File: src/rtl/m3_bitstream_reader.sv
// m3_bitstream_reader: streams 16-bit SRAM words into a 64-bit MSB-aligned bit buffer
// and exposes the oldest 32 unconsumed bits as a left-aligned peek window.
module m3_bitstream_reader #(
    parameter logic [17:0] BASE_ADDR  = 18'd0,
    parameter logic [17:0] WORD_LIMIT = 18'd76800
) (
    input  logic        Clock_50,
    input  logic        Resetn,
    input  logic        start,
    input  logic [15:0] SRAM_read_data,
    output logic [17:0] SRAM_address,
    output logic        SRAM_we_n,
    output logic [31:0] peek_data,
    output logic        peek_valid,
    output logic [6:0]  bits_avail,
    input  logic        consume,
    input  logic [5:0]  consume_len,
    output logic        fetch_done,
    output logic        err
);
    localparam logic [1:0] IDLE = 2'd0, FILL = 2'd1, RUN = 2'd2;

    logic [1:0]  state;
    logic [63:0] bit_buf;
    logic [17:0] ptr, words_issued, words_rcvd;
    // read pipeline: [0] address on bus, [1] SRAM access, [2] word held in rd_word
    logic [2:0]  pend;
    logic [15:0] rd_word;
    logic [1:0]  inflight;
    logic        issue, arrive, take_ok;
    logic [6:0]  kept;
    logic [63:0] shifted;

    assign inflight = 2'(pend[0]) + 2'(pend[1]) + 2'(pend[2]);
    assign issue    = state != IDLE && words_issued < WORD_LIMIT &&
                      ({1'b0, bits_avail} + {2'b0, inflight, 4'b0}) <= 8'd48;
    assign arrive   = pend[2];
    assign take_ok  = consume && consume_len <= 6'd32 && {1'b0, consume_len} <= bits_avail;
    assign kept     = take_ok ? bits_avail - {1'b0, consume_len} : bits_avail;
    assign shifted  = take_ok ? bit_buf << consume_len : bit_buf;

    assign SRAM_we_n  = 1'b1;
    assign peek_data  = bit_buf[63:32];
    assign peek_valid = bits_avail >= 7'd32 || (fetch_done && bits_avail != 7'd0);

    always_ff @(posedge Clock_50) begin
        if (!Resetn) begin
            state        <= IDLE;
            bit_buf      <= '0;
            bits_avail   <= '0;
            ptr          <= BASE_ADDR;
            words_issued <= '0;
            words_rcvd   <= '0;
            pend         <= '0;
            rd_word      <= '0;
            SRAM_address <= BASE_ADDR;
            fetch_done   <= 1'b0;
            err          <= 1'b0;
        end else if (start) begin
            // dropping the pipeline valids discards any words still in flight
            state        <= FILL;
            bit_buf      <= '0;
            bits_avail   <= '0;
            ptr          <= BASE_ADDR;
            words_issued <= '0;
            words_rcvd   <= '0;
            pend         <= '0;
            fetch_done   <= 1'b0;
            err          <= 1'b0;
        end else begin
            pend       <= {pend[1:0], issue};
            rd_word    <= SRAM_read_data;
            bit_buf    <= shifted | (arrive ? {rd_word, 48'b0} >> kept : 64'b0);
            bits_avail <= kept + (arrive ? 7'd16 : 7'd0);
            if (issue) begin
                SRAM_address <= ptr;
                ptr          <= ptr + 18'd1;
                words_issued <= words_issued + 18'd1;
            end
            if (arrive) begin
                words_rcvd <= words_rcvd + 18'd1;
                if (words_rcvd + 18'd1 == WORD_LIMIT)
                    fetch_done <= 1'b1;
            end
            if (consume && !take_ok)
                err <= 1'b1;
            if (state == FILL && (bits_avail >= 7'd32 || (fetch_done && bits_avail != 7'd0)))
                state <= RUN;
            else if (state == RUN && fetch_done && bits_avail == 7'd0)
                state <= IDLE;
        end
    end
endmodule
File: config.mk
export PLATFORM = sky130hd
export DESIGN_NAME = m3_bitstream_reader
export DESIGN_NICKNAME = d
export VERILOG_FILES = /design/src/rtl/m3_bitstream_reader.sv
export SDC_FILE = /design/constraint.sdc
export NUM_CORES = 1
export LEC_CHECK = 0
export CORE_UTILIZATION = 49
export CTS_BUF_LIST = sky130_fd_sc_hd__clkbuf_16
export DETAILED_ROUTE_END_ITERATION = 12
export PLACE_DENSITY = 0.8
export SYNTH_ARGS = -nofsm -noshare
export SYNTH_HDL_FRONTEND = slang
export SYNTH_SLANG_ARGS = --single-unit
File: constraint.sdc
create_clock -name Clock_50 -period 4.9 [get_ports Clock_50]
set_input_delay 0.98 -clock Clock_50 [delete_from_list [all_inputs] [get_ports Clock_50]]
set_output_delay 0.98 -clock Clock_50 [all_outputs]
set_load 0.05 [all_outputs]
==> results.py <==
metrics = {
    "outcome": {
        "status": "finished clean",
    },
    "routing": {
        "number_of_design_rule_violations_left_by_the_first_detailed_router_iteration": 1690,
        "average_wire_length_per_cell_after_detail_routing_um": 22.68,
        "route.detailed.vias_per_inst": 6.551,
        "dr_total_vias": 12660,
        "first_pass_iters": 8,
        "drc_violations_left": 0,
        "ant_nets": 0,
        "finalWirelength_mm": 43.83,
    },
    "power": {
        "power_leakage_nw": 5.234,
        "vdd_ir_drop_max_uv": 213.9,
        "report.power.total_w": 0.003106,
        "power-per-cell-area_nw_per_um2": 217.2,
    },
    "global_route": {
        "gr-total-overflow": 0,
        "first_pass_grt_wire_length_mm": 67.80,
        "grt_pass1_vias": 11580,
        "grt_antenna_before_repair": 0,
        "track_usage": 0.3324,
        "grt_start_max_net_pins": 79,
    },
    "floorplan": {
        "initial_utilization": 0.5004,
        "fp.dieW_um": 162.6,
        "fp.coreArea_um2": 25250,
        "die_h_um": 162.6,
        "die_area_um2": 26440,
        "std_cell_rows": 58,
        "io-pin-count": 87,
    },
    "sta": {
        "timing.hold.ws_ns": 0.4670,
        "tightestPinTransition_ns": 1.057,
        "finalSetupViolations": 0,
        "timing.slew.headroom": 0.2933,
        "clock_period_minus_final_worst_setup_slack_ns": 4.415,
        "setup_repair_after_global_routing_missed_its_margin": "false",
        "finalCritPeriodShare": 0.9009,
        "slew_viol_final": 0,
        "final.setup.tns_ns": 0,
        "worst_clock_skew_ns": 0.01407,
        "fmaxAchievable_mhz": 226.5,
        "report.final.hold_viol_count": 0,
    },
    "setup_path": {
        "cp.required_ns": 5.22,
        "crit_path_max_fanout": 12,
        "worst-r2r-cell-count": 10,
        "startpoint_type": "input pin",
        "timing_worst_setup_path_type": "input pin to flop",
        "endpoint_kind": "flop",
        "worst-endpoint-arrival_ns": 4.74,
    },
    "yosys": {
        "syn_area_um2": 12640,
        "yosysWarningCount": 0,
        "synthDistinctLibCells": 86,
        "synth_top_area_share": 0.2630,
        "synth_edf_count": 0,
        "asyncSetResetFlopFracSynth": 0,
        "yosysSeqAreaShare": 0.2630,
        "synthFlopType": "sky130_fd_sc_hd__dfxtp_1",
        "mappedNetlistNets": 1612,
        "post_synth.cell_area_avg_um2": 8.054,
        "synth_seq_cells": 166,
        "yosysMostFrequentCell": "sky130_fd_sc_hd__nand2_1",
        "yosysTopAreaCell": "sky130_fd_sc_hd__dfxtp_1",
        "synth_top_cells_by_area": "sky130_fd_sc_hd__dfxtp_1 (26%), sky130_fd_sc_hd__mux4_2 (10%), sky130_fd_sc_hd__nand2_1 (7.7%), sky130_fd_sc_hd__mux2i_1 (6.5%), sky130_fd_sc_hd__nor2_1 (4.7%)",
        "cell_types_with_the_highest_counts_after_synthesis": "sky130_fd_sc_hd__nand2_1 (259), sky130_fd_sc_hd__dfxtp_1 (166), sky130_fd_sc_hd__nor2_1 (158), sky130_fd_sc_hd__o21ai_0 (93), sky130_fd_sc_hd__mux2i_1 (82)",
        "postSynthCellCount": 1569,
    },
    "clocking": {
        "cts_tree": "done",
        "cts_setup_buffers": 0,
        "h-tree-depth": 4,
        "cts_hold_buffers": 0,
        "cts.root.buffer_cell": "sky130_fd_sc_hd__clkbuf_16",
        "insertion_delay_ns": 0.44,
        "clk_pin_slew_worst_paths_ns": 0.08,
        "clock_path_buffers": 2,
        "cts_resized": 0,
        "cts_num_sinks": 166,
        "cts_buffer_count": 17,
    },
    "layout": {
        "antenna_diode_count": 0,
        "post_route_cells_drive_above_1_share": 0.1304,
        "finish.utilization": 0.5662,
        "layout-area-overhead-vs-synth_pct": 13.16,
        "final.fill_count": 2363,
        "finalNetCount": 1634,
    },
    "placed_design": {
        "place.port_buffers": 85,
        "dp_hpwl_mm": 32.41,
        "globalplace.congestion": 1.052,
    },
    "min_path": {
        "worst_hold_path_type": "flop to flop",
        "whs_path_depth": 2,
    },
    "flow_run": {
        "cap_viol_max_count": 0,
    },
}
## metal layers
metal | vias to the layer above | part of all wire | global-route usage
li1 | 5765 | - | -
met1 | 6010 | 0.41 | 0.4536
met2 | 761 | 0.43 | 0.5070
met3 | 128 | 0.11 | 0.06748
met4 | 0 | 0.047 | 0.1461
met5 | - | 0 | 0
## flip-flops by register name (all words and copies together), names as in the netlist
register and flops:
SRAM_address 18, bit_buf 64, bits_avail 7, err 1, fetch_done 1, pend 3, ptr 18, rd_word 16
state 2, words_issued 18, words_rcvd 18
## final timing paths
path / startpoint / to / slack (ns)
worst min register to register: SRAM_address[3] / SRAM_address[3] / 0.47
worst min-delay path: SRAM_address[3] / SRAM_address[3] / 0.47
worst max register to register: bits_avail[5] / bit_buf[59] / 1.32
worst max-delay path: consume_len[4] / bit_buf[59] / 0.49
## final cells by class
cell class | instances | area [µm²] | share of cell area
Clock buffer | 17 | 425.4 | 0.02975
Timing Repair Buffer | 149 | 1369 | 0.09572
Tap cell | 330 | 412.9 | 0.02887
Clock inverter | 14 | 157.7 | 0.01102
Multi-Input combinational cell | 1242 | 8556 | 0.5983
Sequential cell | 166 | 3323 | 0.2324
Inverter | 15 | 56.30 | 0.003937
## kinds of logic after synthesis
logic type | count (synthesis) | share of synthesized area
mux | 166 | 0.1933
fa+ha+maj | 17 | 0.01861
buf+inv | 161 | 0.06109
simple gates | 607 | 0.2159
xor+xnor | 46 | 0.03188
compound gates | 405 | 0.2159
flops | 166 | 0.2630
other cells | 1 | 0.0002967
## cell usage in the layout, fill, tap and decap left out, drive strengths merged, types with 14 or more instances in the layout
cell type	n
and3	18
nor2	159
o21ai	97
nand3	30
a21boi	22
mux4	58
mux2	25
and2	20
xor2	36
nand2	260
mux2i	83
or3	15
clkdlybuf4s50	82
inv	23
a211oi	25
a31oi	17
nor3	37
dfxtp	166
clkbuf	17
o22ai	25
o211ai	16
nor2b	24
ha	14
a21oi	78
a22oi	17
nand4	15
buf	67
## metrics by stage
stage,area (µm²),setup slack [ns],std cells
2_1_floorplan,12640,0.3657,1569
3_3_place_gp,13720,0.1844,1902
3_5_place_dp,13720,0.1741,1902
4_1_cts,14300,0.5965,1933
5_1_grt,14300,0.3513,1933
6_report,14300,0.4854,1933
## where the power goes
part | leakage [nW] | switching [W] | internal (W)
registers | 1.34 | 0.0000113 | 0.00136
logic | 3.61 | 0.000241 | 0.000137
clock network | 0.287 | 0.000672 | 0.000685
total | 5.23 | 0.000925 | 0.00218
## critical path, stage by stage
cell,delay (ns)
sky130_fd_sc_hd__clkdlybuf4s50_1,0.49
sky130_fd_sc_hd__clkinv_1,0.21
sky130_fd_sc_hd__ha_1,0.47
sky130_fd_sc_hd__o2111ai_1,0.23
sky130_fd_sc_hd__o21ai_1,0.45
sky130_fd_sc_hd__nand2_1,0.24
sky130_fd_sc_hd__nand2_2,0.31
sky130_fd_sc_hd__buf_4,0.21
sky130_fd_sc_hd__mux2i_1,0.36
sky130_fd_sc_hd__o21ai_0,0.31
sky130_fd_sc_hd__a21oi_1,0.35
sky130_fd_sc_hd__a21oi_1,0.11
Note: power is estimated with default switching activity, not from simulation.
